$ cat src/rtl/riscv_decode_stage_if.sv
// riscv_decode_stage_if: D-stage inputs, writeback port and registered E-stage
// bundle of the decode stage, grouped so the core and the bench can hand the
// whole bus around as one port.
//   slave  : used by riscv_decode_stage (takes D/W/control inputs, drives E outputs)
//   master : used by whoever drives the decode stage (IF/ID side, hazard unit, bench)
// XLEN must match the XLEN of the decode stage it is connected to.
interface riscv_decode_stage_if #(
  parameter int XLEN = 32
);
  // D stage and pipeline control
  logic            i_valid_d;
  logic [XLEN-1:0] i_instr_d;
  logic [XLEN-1:0] i_pc_d;
  logic            i_stall;
  logic            i_flush;
  // writeback port
  logic            i_reg_write_w;
  logic [4:0]      i_rd_w;
  logic [XLEN-1:0] i_result_w;
  // hazard output
  logic            o_stall_fd;
  // registered E bundle
  logic            o_valid_e;
  logic [XLEN-1:0] o_pc_e, o_rd1_e, o_rd2_e, o_extimm_e;
  logic [4:0]      o_rs1_e, o_rs2_e, o_rd_e;
  logic [1:0]      o_result_src_e;
  logic            o_alu_src_a_e, o_alu_src_b_e, o_reg_write_e, o_mem_write_e;
  logic [3:0]      o_mem_byte_sel_e, o_alu_control_e;
  logic            o_jalr_e, o_jump_e, o_branch_e, o_zero_condition_e, o_unsigned_e;

  modport slave (
    input  i_valid_d, i_instr_d, i_pc_d, i_stall, i_flush,
           i_reg_write_w, i_rd_w, i_result_w,
    output o_stall_fd, o_valid_e, o_pc_e, o_rd1_e, o_rd2_e, o_extimm_e,
           o_rs1_e, o_rs2_e, o_rd_e, o_result_src_e, o_alu_src_a_e, o_alu_src_b_e,
           o_reg_write_e, o_mem_write_e, o_mem_byte_sel_e, o_alu_control_e,
           o_jalr_e, o_jump_e, o_branch_e, o_zero_condition_e, o_unsigned_e
  );

  modport master (
    output i_valid_d, i_instr_d, i_pc_d, i_stall, i_flush,
           i_reg_write_w, i_rd_w, i_result_w,
    input  o_stall_fd, o_valid_e, o_pc_e, o_rd1_e, o_rd2_e, o_extimm_e,
           o_rs1_e, o_rs2_e, o_rd_e, o_result_src_e, o_alu_src_a_e, o_alu_src_b_e,
           o_reg_write_e, o_mem_write_e, o_mem_byte_sel_e, o_alu_control_e,
           o_jalr_e, o_jump_e, o_branch_e, o_zero_condition_e, o_unsigned_e
  );
endinterface

$ cat src/rtl/riscv_decode_stage.sv
// riscv_decode_stage: RV32I/RV32E decode with register file, immediate
// extender, load-use hazard detection and the ID/EX pipeline register.
//   i_clk, i_rstn : clock (rising edge) and asynchronous active-low reset
//   bus (slave)   : D-stage instruction/pc/valid, i_stall/i_flush, writeback
//                   port in; o_stall_fd and the registered E bundle out
// Parameters: XLEN (datapath width), NREG (32 = RV32I, 16 = RV32E).
// Build option: define RISCV_DECODE_WTBYPASS_EN to make same-cycle writeback
// visible to the D-stage register read (write-through).
//
// Control encoding:
//   result_src   00 ALU, 01 memory, 10 pc+4 (jal/jalr), 11 extended immediate (lui)
//   alu_src_a    1 = pc (auipc, jal), alu_src_b 1 = immediate
//   alu_control  0 add 1 sub 2 sll 3 slt 4 sltu 5 xor 6 srl 7 sra 8 or 9 and
//   mem_byte_sel 0001 byte, 0011 half, 1111 word
//   branch taken when (alu result == 0) == zero_condition
module riscv_decode_stage #(
  parameter int XLEN = 32,
  parameter int NREG = 32
) (
  input  logic                 i_clk,
  input  logic                 i_rstn,
  riscv_decode_stage_if.slave  bus
);
  localparam int AW = $clog2(NREG);

  localparam logic [3:0] ALU_ADD = 4'd0, ALU_SUB = 4'd1, ALU_SLL = 4'd2, ALU_SLT = 4'd3,
                         ALU_SLTU = 4'd4, ALU_XOR = 4'd5, ALU_SRL = 4'd6, ALU_SRA = 4'd7,
                         ALU_OR = 4'd8, ALU_AND = 4'd9;

  typedef enum logic [2:0] {IMM_I, IMM_S, IMM_B, IMM_U, IMM_J} imm_src_t;

  typedef struct packed {
    logic [1:0] result_src;
    logic       alu_src_a;
    logic       alu_src_b;
    logic       reg_write;
    logic       mem_write;
    logic [3:0] byte_sel;
    logic [3:0] alu_control;
    logic       jalr;
    logic       jump;
    logic       branch;
    logic       zero_cond;
    logic       is_unsigned;
  } ctl_t;

  typedef struct packed {
    logic            valid;
    logic [XLEN-1:0] pc;
    logic [XLEN-1:0] rd1;
    logic [XLEN-1:0] rd2;
    logic [XLEN-1:0] imm;
    logic [4:0]      rs1;
    logic [4:0]      rs2;
    logic [4:0]      rd;
    ctl_t            ctl;
  } e_t;

  // ---------------- field extraction ----------------
  logic [31:0] instr;
  logic [6:0]  opcode;
  logic [2:0]  f3;
  logic        f7b5;
  logic [4:0]  rs1, rs2, rd;

  assign instr  = 32'(bus.i_instr_d);
  assign opcode = instr[6:0];
  assign f3     = instr[14:12];
  assign f7b5   = instr[30];
  assign rs1    = instr[19:15];
  assign rs2    = instr[24:20];
  assign rd     = instr[11:7];

  function automatic logic [3:0] alu_dec(input logic [2:0] fn3, input logic b5, input logic is_r);
    case (fn3)
      3'b000:  return (is_r && b5) ? ALU_SUB : ALU_ADD;
      3'b001:  return ALU_SLL;
      3'b010:  return ALU_SLT;
      3'b011:  return ALU_SLTU;
      3'b100:  return ALU_XOR;
      3'b101:  return b5 ? ALU_SRA : ALU_SRL;
      3'b110:  return ALU_OR;
      default: return ALU_AND;
    endcase
  endfunction

  function automatic logic [3:0] size_sel(input logic [1:0] sz);
    case (sz)
      2'b00:   return 4'b0001;
      2'b01:   return 4'b0011;
      default: return 4'b1111;
    endcase
  endfunction

  // ---------------- control unit ----------------
  ctl_t     ctl;
  imm_src_t imm_src;

  always_comb begin
    ctl     = '0;
    imm_src = IMM_I;  // R-type has no immediate; the I extractor stays selected
    case (opcode)
      7'b0000011: begin  // loads
        ctl.reg_write   = 1'b1;
        ctl.alu_src_b   = 1'b1;
        ctl.result_src  = 2'b01;
        ctl.byte_sel    = size_sel(f3[1:0]);
        ctl.is_unsigned = f3[2];
      end
      7'b0100011: begin  // stores
        imm_src       = IMM_S;
        ctl.mem_write = 1'b1;
        ctl.alu_src_b = 1'b1;
        ctl.byte_sel  = size_sel(f3[1:0]);
      end
      7'b0110011: begin  // register-register ALU
        ctl.reg_write   = 1'b1;
        ctl.alu_control = alu_dec(f3, f7b5, 1'b1);
        ctl.is_unsigned = (f3 == 3'b011);
      end
      7'b0010011: begin  // register-immediate ALU
        ctl.reg_write   = 1'b1;
        ctl.alu_src_b   = 1'b1;
        ctl.alu_control = alu_dec(f3, f7b5, 1'b0);
        ctl.is_unsigned = (f3 == 3'b011);
      end
      7'b1100011: begin  // branches: compare via sub/slt/sltu, polarity in zero_cond
        imm_src         = IMM_B;
        ctl.branch      = 1'b1;
        ctl.alu_control = f3[2] ? (f3[1] ? ALU_SLTU : ALU_SLT) : ALU_SUB;
        ctl.zero_cond   = f3[2] ? f3[0] : ~f3[0];
        ctl.is_unsigned = f3[2] & f3[1];
      end
      7'b1101111: begin  // jal
        imm_src        = IMM_J;
        ctl.jump       = 1'b1;
        ctl.reg_write  = 1'b1;
        ctl.result_src = 2'b10;
        ctl.alu_src_a  = 1'b1;
        ctl.alu_src_b  = 1'b1;
      end
      7'b1100111: begin  // jalr
        ctl.jump       = 1'b1;
        ctl.jalr       = 1'b1;
        ctl.reg_write  = 1'b1;
        ctl.result_src = 2'b10;
        ctl.alu_src_b  = 1'b1;
      end
      7'b0110111: begin  // lui
        imm_src        = IMM_U;
        ctl.reg_write  = 1'b1;
        ctl.result_src = 2'b11;
      end
      7'b0010111: begin  // auipc
        imm_src       = IMM_U;
        ctl.reg_write = 1'b1;
        ctl.alu_src_a = 1'b1;
        ctl.alu_src_b = 1'b1;
      end
      default: ;
    endcase
  end

  // ---------------- immediate extender ----------------
  logic [31:0] imm32;

  always_comb begin
    case (imm_src)
      IMM_S:   imm32 = {{20{instr[31]}}, instr[31:25], instr[11:7]};
      IMM_B:   imm32 = {{19{instr[31]}}, instr[31], instr[7], instr[30:25], instr[11:8], 1'b0};
      IMM_U:   imm32 = {instr[31:12], 12'b0};
      IMM_J:   imm32 = {{11{instr[31]}}, instr[31], instr[19:12], instr[20], instr[30:21], 1'b0};
      default: imm32 = {{20{instr[31]}}, instr[31:20]};
    endcase
  end

  // ---------------- register file ----------------
  logic [XLEN-1:0] rf [NREG];
  logic            wr_en;
  logic [XLEN-1:0] rd1, rd2;

  // x0 and indices beyond NREG (RV32E) are not storage
  assign wr_en = bus.i_reg_write_w && (bus.i_rd_w != 5'd0) && (int'(bus.i_rd_w) < NREG);

  always_ff @(posedge i_clk or negedge i_rstn) begin
    if (!i_rstn) begin
      for (int i = 0; i < NREG; i++) rf[i] <= '0;
    end else if (wr_en) begin
      rf[bus.i_rd_w[AW-1:0]] <= bus.i_result_w;
    end
  end

  always_comb begin
    rd1 = (rs1 != 5'd0 && int'(rs1) < NREG) ? rf[rs1[AW-1:0]] : '0;
    rd2 = (rs2 != 5'd0 && int'(rs2) < NREG) ? rf[rs2[AW-1:0]] : '0;
`ifdef RISCV_DECODE_WTBYPASS_EN
    // wr_en already excludes x0 and out-of-range indices
    if (wr_en && bus.i_rd_w == rs1) rd1 = bus.i_result_w;
    if (wr_en && bus.i_rd_w == rs2) rd2 = bus.i_result_w;
`endif
  end

  // ---------------- hazard detection ----------------
  e_t   e_q;
  logic load_use;

  // rs2 compared for every format: a false stall costs one cycle, a missed one corrupts data
  assign load_use = e_q.valid && (e_q.ctl.result_src == 2'b01) && (e_q.rd != 5'd0) &&
                    bus.i_valid_d && ((e_q.rd == rs1) || (e_q.rd == rs2));

  assign bus.o_stall_fd = bus.i_stall | load_use;

  // ---------------- ID/EX register ----------------
  always_ff @(posedge i_clk or negedge i_rstn) begin
    if (!i_rstn) begin
      e_q <= '0;
    end else if (bus.i_flush) begin
      e_q <= '0;
    end else if (bus.i_stall) begin
      e_q <= e_q;
    end else if (load_use) begin
      e_q <= '0;  // bubble; the D instruction is held upstream by o_stall_fd
    end else begin
      e_q.valid <= bus.i_valid_d;
      e_q.pc    <= bus.i_pc_d;
      e_q.rd1   <= rd1;
      e_q.rd2   <= rd2;
      e_q.imm   <= XLEN'(imm32);
      e_q.rs1   <= rs1;
      e_q.rs2   <= rs2;
      e_q.rd    <= rd;
      e_q.ctl   <= bus.i_valid_d ? ctl : '0;
    end
  end

  assign bus.o_valid_e          = e_q.valid;
  assign bus.o_pc_e             = e_q.pc;
  assign bus.o_rd1_e            = e_q.rd1;
  assign bus.o_rd2_e            = e_q.rd2;
  assign bus.o_extimm_e         = e_q.imm;
  assign bus.o_rs1_e            = e_q.rs1;
  assign bus.o_rs2_e            = e_q.rs2;
  assign bus.o_rd_e             = e_q.rd;
  assign bus.o_result_src_e     = e_q.ctl.result_src;
  assign bus.o_alu_src_a_e      = e_q.ctl.alu_src_a;
  assign bus.o_alu_src_b_e      = e_q.ctl.alu_src_b;
  assign bus.o_reg_write_e      = e_q.ctl.reg_write;
  assign bus.o_mem_write_e      = e_q.ctl.mem_write;
  assign bus.o_mem_byte_sel_e   = e_q.ctl.byte_sel;
  assign bus.o_alu_control_e    = e_q.ctl.alu_control;
  assign bus.o_jalr_e           = e_q.ctl.jalr;
  assign bus.o_jump_e           = e_q.ctl.jump;
  assign bus.o_branch_e         = e_q.ctl.branch;
  assign bus.o_zero_condition_e = e_q.ctl.zero_cond;
  assign bus.o_unsigned_e       = e_q.ctl.is_unsigned;
endmodule

$ cat src/flat_wrapper.sv
// flat-port wrapper written by rule: the top's interface ports become plain ports
module riscv_decode_stage_flat 
#(
  parameter int XLEN = 32,
  parameter int NREG = 32
)
  (i_clk, i_rstn, bus_i_valid_d, bus_i_instr_d, bus_i_pc_d, bus_i_stall, bus_i_flush, bus_i_reg_write_w, bus_i_rd_w, bus_i_result_w, bus_o_stall_fd, bus_o_valid_e, bus_o_pc_e, bus_o_rd1_e, bus_o_rd2_e, bus_o_extimm_e, bus_o_rs1_e, bus_o_rs2_e, bus_o_rd_e, bus_o_result_src_e, bus_o_alu_src_a_e, bus_o_alu_src_b_e, bus_o_reg_write_e, bus_o_mem_write_e, bus_o_mem_byte_sel_e, bus_o_alu_control_e, bus_o_jalr_e, bus_o_jump_e, bus_o_branch_e, bus_o_zero_condition_e, bus_o_unsigned_e);
  riscv_decode_stage_if #(.XLEN(XLEN)) bus_i ();
  input  logic i_clk;
  input  logic i_rstn;
  input wire logic [$bits(bus_i.i_valid_d)-1:0] bus_i_valid_d;
  input wire logic [$bits(bus_i.i_instr_d)-1:0] bus_i_instr_d;
  input wire logic [$bits(bus_i.i_pc_d)-1:0] bus_i_pc_d;
  input wire logic [$bits(bus_i.i_stall)-1:0] bus_i_stall;
  input wire logic [$bits(bus_i.i_flush)-1:0] bus_i_flush;
  input wire logic [$bits(bus_i.i_reg_write_w)-1:0] bus_i_reg_write_w;
  input wire logic [$bits(bus_i.i_rd_w)-1:0] bus_i_rd_w;
  input wire logic [$bits(bus_i.i_result_w)-1:0] bus_i_result_w;
  output wire logic [$bits(bus_i.o_stall_fd)-1:0] bus_o_stall_fd;
  output wire logic [$bits(bus_i.o_valid_e)-1:0] bus_o_valid_e;
  output wire logic [$bits(bus_i.o_pc_e)-1:0] bus_o_pc_e;
  output wire logic [$bits(bus_i.o_rd1_e)-1:0] bus_o_rd1_e;
  output wire logic [$bits(bus_i.o_rd2_e)-1:0] bus_o_rd2_e;
  output wire logic [$bits(bus_i.o_extimm_e)-1:0] bus_o_extimm_e;
  output wire logic [$bits(bus_i.o_rs1_e)-1:0] bus_o_rs1_e;
  output wire logic [$bits(bus_i.o_rs2_e)-1:0] bus_o_rs2_e;
  output wire logic [$bits(bus_i.o_rd_e)-1:0] bus_o_rd_e;
  output wire logic [$bits(bus_i.o_result_src_e)-1:0] bus_o_result_src_e;
  output wire logic [$bits(bus_i.o_alu_src_a_e)-1:0] bus_o_alu_src_a_e;
  output wire logic [$bits(bus_i.o_alu_src_b_e)-1:0] bus_o_alu_src_b_e;
  output wire logic [$bits(bus_i.o_reg_write_e)-1:0] bus_o_reg_write_e;
  output wire logic [$bits(bus_i.o_mem_write_e)-1:0] bus_o_mem_write_e;
  output wire logic [$bits(bus_i.o_mem_byte_sel_e)-1:0] bus_o_mem_byte_sel_e;
  output wire logic [$bits(bus_i.o_alu_control_e)-1:0] bus_o_alu_control_e;
  output wire logic [$bits(bus_i.o_jalr_e)-1:0] bus_o_jalr_e;
  output wire logic [$bits(bus_i.o_jump_e)-1:0] bus_o_jump_e;
  output wire logic [$bits(bus_i.o_branch_e)-1:0] bus_o_branch_e;
  output wire logic [$bits(bus_i.o_zero_condition_e)-1:0] bus_o_zero_condition_e;
  output wire logic [$bits(bus_i.o_unsigned_e)-1:0] bus_o_unsigned_e;
  assign bus_i.i_valid_d = bus_i_valid_d;
  assign bus_i.i_instr_d = bus_i_instr_d;
  assign bus_i.i_pc_d = bus_i_pc_d;
  assign bus_i.i_stall = bus_i_stall;
  assign bus_i.i_flush = bus_i_flush;
  assign bus_i.i_reg_write_w = bus_i_reg_write_w;
  assign bus_i.i_rd_w = bus_i_rd_w;
  assign bus_i.i_result_w = bus_i_result_w;
  assign bus_o_stall_fd = bus_i.o_stall_fd;
  assign bus_o_valid_e = bus_i.o_valid_e;
  assign bus_o_pc_e = bus_i.o_pc_e;
  assign bus_o_rd1_e = bus_i.o_rd1_e;
  assign bus_o_rd2_e = bus_i.o_rd2_e;
  assign bus_o_extimm_e = bus_i.o_extimm_e;
  assign bus_o_rs1_e = bus_i.o_rs1_e;
  assign bus_o_rs2_e = bus_i.o_rs2_e;
  assign bus_o_rd_e = bus_i.o_rd_e;
  assign bus_o_result_src_e = bus_i.o_result_src_e;
  assign bus_o_alu_src_a_e = bus_i.o_alu_src_a_e;
  assign bus_o_alu_src_b_e = bus_i.o_alu_src_b_e;
  assign bus_o_reg_write_e = bus_i.o_reg_write_e;
  assign bus_o_mem_write_e = bus_i.o_mem_write_e;
  assign bus_o_mem_byte_sel_e = bus_i.o_mem_byte_sel_e;
  assign bus_o_alu_control_e = bus_i.o_alu_control_e;
  assign bus_o_jalr_e = bus_i.o_jalr_e;
  assign bus_o_jump_e = bus_i.o_jump_e;
  assign bus_o_branch_e = bus_i.o_branch_e;
  assign bus_o_zero_condition_e = bus_i.o_zero_condition_e;
  assign bus_o_unsigned_e = bus_i.o_unsigned_e;
  riscv_decode_stage #(.XLEN(XLEN), .NREG(NREG)) u_core (.i_clk(i_clk), .i_rstn(i_rstn), .bus(bus_i));
endmodule
$ cat config.mk
export PLATFORM = sky130hd
export DESIGN_NAME = riscv_decode_stage_flat
export DESIGN_NICKNAME = d
export VERILOG_FILES = /design/src/rtl/riscv_decode_stage_if.sv /design/src/rtl/riscv_decode_stage.sv /design/src/flat_wrapper.sv
export SDC_FILE = /design/constraint.sdc
export NUM_CORES = 2
export LEC_CHECK = 0
export BUFFER_PORTS_ARGS = -buffer_cell sky130_fd_sc_hd__buf_2
export CAP_MARGIN = 20
export CORE_UTILIZATION = 56
export CTS_BUF_LIST = sky130_fd_sc_hd__clkbuf_16
export DETAILED_ROUTE_END_ITERATION = 8
export GPL_TIMING_DRIVEN = 0
export PLACE_DENSITY_LB_ADDON = 0.12
export SYNTH_ARGS = -nofsm -noshare
export SYNTH_HDL_FRONTEND = slang
export SYNTH_SLANG_ARGS = --single-unit
$ cat constraint.sdc
create_clock -name i_clk -period 1.75 [get_ports i_clk]
set_input_delay 0.0875 -clock i_clk [delete_from_list [all_inputs] [get_ports i_clk]]
set_output_delay 0.0875 -clock i_clk [all_outputs]
set_load 0.02 [all_outputs]
Word-level counts from Yosys, hierarchy flattened. Index checks and enable logic that the tools add are counted.

Add/sub/neg operators: 0. $mul: 0. Divide/modulo/power cells: 0. Order comparisons: 4. Equal/unequal tests: 24. Shift operators: 0. Muxes and demuxes: 36. Bitwise logic cells: 6. Reduce and logical (&&, ||, !) cells: 20.

Operators with widths (number): $bwmux W1024 (1); $mux W163 (3); $bmux W32 S5 (2); $mux W32 (7); $demux W32 S5 (1); $pmux W31 S4 (1); $pmux W4 S7 (2); $eq A7 B6 Y1 const B (3); $eq A7 B7 Y1 const B (3); $reduce_bool A5 Y1 (4); $mux W19 (1); $ge A6 B6 Y1 const B (3); $not A5 Y6 (3); $eq A7 B5 Y1 const B (2); $eq A3 B2 Y1 const B (4); $eq A3 B3 Y1 const B (4); $pmux W3 S4 (1); $pmux W4 S3 (1); $eq A5 B5 Y1 (2); $reduce_or A2 Y1 (5); $mux W1 (9); $mux W4 (2); $pmux W4 S2 (1); $eq A7 B2 Y1 const B (1); other kinds (17) (24).

Bits in registers: 1187. Latch bits: 0. Memory bits (writable): 0. ROM bits: 0. Output and inout port bits: 164. Word-level logic and storage cells: 142. Memories kept: 0.

Depth between registers and ports, before layout.
Depth after elaboration: 8. Mapped depth: 9. Mapped depth without buffers: 5.

Worst setup path after synthesis. Ideal clock, no wire load.

Kind: flip-flop to flip-flop. Start point: register u_core.e_q (netlist bit u_core.bus.o_rd_e[4]). End point: register u_core.e_q (netlist bit u_core.bus.o_extimm_e[10]). Setup time: 0.122 ns. Data arrival time: 1.815 ns. Required time: 1.628 ns. Slack: -0.187 ns. Stages on the path, launching flop included: 8. Buffers on the path: 2. Cells stage by stage: dfrtp_1 -> xnor2_1 -> nand3_1 -> o22ai_1 -> a21boi_0 -> clkbuf_1 -> buf_2 -> a32o_1.

Cells in the longest elaborated chain, start to end: 7. Elaborated cells between the ends (all ways): 10.

RTL lines: start, declared (line riscv_decode_stage.sv:204) `e_t e_q;`; start signal, assigned (line riscv_decode_stage.sv:220) `e_q <= e_q;`; $reduce_bool A5 Y1 (line riscv_decode_stage.sv:208) `assign load_use = e_q.valid && (e_q.ctl.result_src == 2'b01) && (e_q.rd != 5'd0) &&`; $logic_and A1 B1 Y1 (2 in a row) (line riscv_decode_stage.sv:208); $logic_and A1 B1 Y1 (*) (line riscv_decode_stage.sv:209) `bus.i_valid_d && ((e_q.rd == rs1) || (e_q.rd == rs2));`; $mux W163 (*) (line riscv_decode_stage.sv:221) `end else if (load_use) begin`; $mux W163 (*) (line riscv_decode_stage.sv:219) `end else if (bus.i_stall) begin`; $mux W163 (*) (line riscv_decode_stage.sv:217) `end else if (bus.i_flush) begin`.

Every way passes the cells marked *; elsewhere a longest branch is shown, timed or not. The select of a mux whose other input is x is not followed. A chain may end at the register's enable or synchronous reset.

Worst setup path in the final report.
Start point: input bus_i_instr_d[16]. End point: register u_core.e_q (netlist bit u_core.bus.o_rd1_e[19]).

Cells in the longest elaborated chain, start to end: 8. Elaborated cells between the ends (all ways): 12.

RTL lines: start, declared (line flat_wrapper.sv:12) `input wire logic [$bits(bus_i.i_instr_d)-1:0] bus_i_instr_d;`; $not A5 Y6 (implied by the code) (line riscv_decode_stage.sv:194) `rd1 = (rs1 != 5'd0 && int'(rs1) < NREG) ? rf[rs1[AW-1:0]] : '0;`; $bmux W32 S5 (line riscv_decode_stage.sv:194); $mux W32 (implied by the code) (2 in a row) (line riscv_decode_stage.sv:194); $mux W32 (line riscv_decode_stage.sv:194); $mux W163 (*) (line riscv_decode_stage.sv:221); $mux W163 (*) (line riscv_decode_stage.sv:219); $mux W163 (*) (line riscv_decode_stage.sv:217).

Marks and branches as above.

==> results.md <==
- Unique masters post-synth: 52
- Violated checks: hold timing, setup timing
- Final Hold Viols: approximately 290
- Routed len/inst: between 40 and 50 um
- Most used cell, CP: buf_6
- Port buffer count: 263
- Arrival time of the worst setup path: 2.87 ns
- Post-Synthesis Cells: 4122
- Mapped cell area: 0.0602 sq mm
- CP Cell Sequence: buf_2, buf_6, buf_6, and2_0, buf_1, clkbuf_2, a22oi_1, a21oi_1, a22o_1
- Fmax: 0.461 GHz
- RSZ-0062 raised after global routing: true
- Vias in the first global route: 45300
- Core Util, Final: about two thirds
- CP max stage delay: 0.76 ns
- Max-slew violation count: 0
- Synth Net Count: 4229
- RD Place Congestion: 1.04
- Worst slack at placement: -2.10 ns
- Mapped Avg Cell Area: 14.6 sq um
- Worst VDD drop: roughly 830 uV
- Initial antenna violation count: 18
- Highest net fanout along the worst path: 12
- Routed Antenna Nets: 0
- Leak: 32.2 nW
- Largest net degree at the start of global routing: roughly 160
- EDFF count, synth: 0
- Clock slew at reported path FFs: ~0.060 ns
- DRT iter0 DRCs: 6571
- Crit-path leading delay family: buffers and inverters
- DR pass1 iterations: 7
- Final min period: 2.17 ns
- Row count: 119
- Routed Wire Length: 257000 um
- Critical Path Slowest Stage Cell: clkbuf_2
- Seq/Total Area, Yosys: 49.3%
- Type of origin of the critical path: input port
- Final worst slack: -0.420 ns
- Crit Path Class: input port to flip-flop
- Core area: 0.106 sq mm
- CTS tree: yes
- Async S/R FF share, synth: 100%
- Max-cap violation count: 0
- Clk_skew: 0.0406 ns
- Grt ovf: 0
- Slew HR: 12.8%
- Fill cells: roughly 7400
- First-pass GRT wire length: 352000 um
- Status: finished, violations left
- Synth top area share: 49.3%
- Synth Register Bits: 1186
- Met3 Usage GRT: 20.7%
- Met2 Usage GRT: between 60% and 70%
- CTS sink count: 1186
- Worst EP required: 2.44 ns
- Initial core utilization: 56.8%
- # DRC: 0
- Vias/cell: between 7 and 8
- Die width: roughly 330 um
- Root buffer selected by CTS: clkbuf_16
- Die Span Y: 330 um
- All-Layer GR Usage: 47.3%
- Clock tree buffer depth: 3
- PD cells: 1110 mW/mm^2
- Yosys Warn Count: 0
- Worst hold slack: -0.243 ns
- Final-report setup violation count: 506
- H-tree Lvls: 4
- Critical Path End Type: flip-flop
- Area leader, netlist: dfrtp_1
- Num CTS Buffers: roughly 130
- Primary FF master, synth: dfrtp_1
- Worst-Margin Slew: 1.31 ns
- Most frequent cells in the layout: dfrtp_1 (1181), mux2_2 (1012), mux4_2 (379)
- Hold Crit Class: input port to asynchronous set/reset pin
- Worst Path Buf+Inv: 5
- Layout cells sized above 1: 48.7%
- Tcrit/Tclk final: 124%
- Most common cell after layout, fill and taps aside: dfrtp_1
- Final HPWL DP: 173000 um
- Met1 usage: 58.4%
- Area grow syn2layout: 19.3%
- Synth area leaders: dfrtp_1 (49%), mux2_2 (19%), mux4_2 (14%), mux2i_1 (4.4%), a22o_1 (2.2%)
- Clk Latency, worst-skew pair: 0.79 ns
- Gr busiest metal: met2
- Die Area: 0.109 sq mm
- # IOs: roughly 270
- Vias: 46500
- Nets: 4829
-- cell usage after synthesis (all sizes together), types with 2 or more instances --
cell type / number
dfrtp: 1186
nor2b: 9
inv: 2
and2: 9
nand2: 49
a22o: 150
and3: 3
o21ai: 32
and3b: 3
clkbuf: 283
a211oi: 90
or3b: 6
nand4: 2
o211ai: 2
a21oi: 89
nand4b: 4
nor3b: 7
o31ai: 2
a22oi: 67
buf: 195
nor2: 20
o22ai: 69
nor3: 3
xnor2: 11
nand3b: 8
nand3: 10
or3: 3
a31oi: 2
a221oi: 40
mux2: 1031
a21o: 3
mux4: 380
mux2i: 267
o221ai: 62
a32o: 13
-- final cells by class --
cell class | count | area, sq um | area share [%]
antenna | 19 | 47.5 | 0.0663
buffer | 476 | 2790 | 3.89
clock buffer | 139 | 3480 | 4.85
clock inverter | 82 | 584 | 0.814
inverter | 2 | 7.51 | 0.0105
multi-input combinational | 2456 | 29400 | 41.0
sequential | 1186 | 29700 | 41.4
tap | 1391 | 1740 | 2.43
timing repair buffer | 469 | 4020 | 5.60
-- stage by stage --
stage / std cells / instance area (sq um) / total power, mW / setup TNS [ns]
after detailed placement: 5847 / 64700 / 51.2 / -906.18
final: 6220 / 71700 / 80.0 / -68.51
after CTS: 6186 / 71300 / 78.9 / -28.23
after floorplan: 4122 / 60400 / 45.5 / -0.247
after global placement: 5776 / 63400 / 50.3 / -
after global routing: 6203 / 71700 / 81.9 / -59.36
-- report_power, final --
| group | internal (mW) | switching [mW] | leakage (nW) |
|---|---|---|---|
| clock | 15.5 | 11.7 | 2.07 |
| sequential | 32.1 | 3.64 | 15.3 |
| combinational | 8.98 | 8.03 | 14.8 |
-- metal layers --
metal	routed length, um	vias to the layer above
li1	-	17200
met1	89000	24200
met2	108000	3906
met3	37200	1179
met4	22600	16
met5	288	-
-- sequential cells by signal, summed over array words and instances, names as in the netlist, 3 cells and up --
signal and count:
u_core.rf 1024, u_core.bus.o_extimm_e 32, u_core.bus.o_pc_e 32, u_core.bus.o_rd1_e 32, u_core.bus.o_rd2_e 32, u_core.bus.o_rd_e 5
u_core.bus.o_rs1_e 5, u_core.bus.o_rs2_e 5, u_core.bus.o_alu_control_e 4, u_core.bus.o_mem_byte_sel_e 3
-- repair_timing --
item / in CTS / in global routing
setup endpoints to repair: 551 / 763
resized for setup: 345 / 71
buffers inserted: 21 / 7
hold buffers: 99 / 6
pin swaps: 46 / 22
hold endpoints to repair: 583 / 91
gates cloned: 0 / 2
-- final timing paths --
check,start,to,slack [ns],depth (start not counted)
min in group i_clk,bus_i_pc_d[8],u_core.bus.o_pc_e[8],0.08,3
worst max register to register,u_core.bus.o_rd_e[0],u_core.bus.o_rd1_e[14],-0.40,10
max in group asynchronous,i_rstn,u_core.bus.o_rd_e[1],0.17,8
worst min register to register,u_core.bus.o_extimm_e[1],u_core.bus.o_extimm_e[1],0.47,2
worst max-delay path,bus_i_instr_d[16],u_core.bus.o_rd1_e[19],-0.42,9
worst min-delay path,i_rstn,u_core.bus.o_pc_e[29],-0.24,6
-- logic make-up after synthesis --
family	after synthesis	synth area share (%)
muxes	1678	38.0
DFF	1186	49.3
AOI/OAI and AO/OA	626	7.75
buffers and inverters	480	3.45
and+or+nand+nor	141	1.28
xor gates and xnor gates	11	0.160
-- worst min-delay path: cells and delay by family --
kind                   cells  cell delay [ns]
buffers and inverters      6             0.92
No activity file was read; power rests on OpenSTA's default activity.
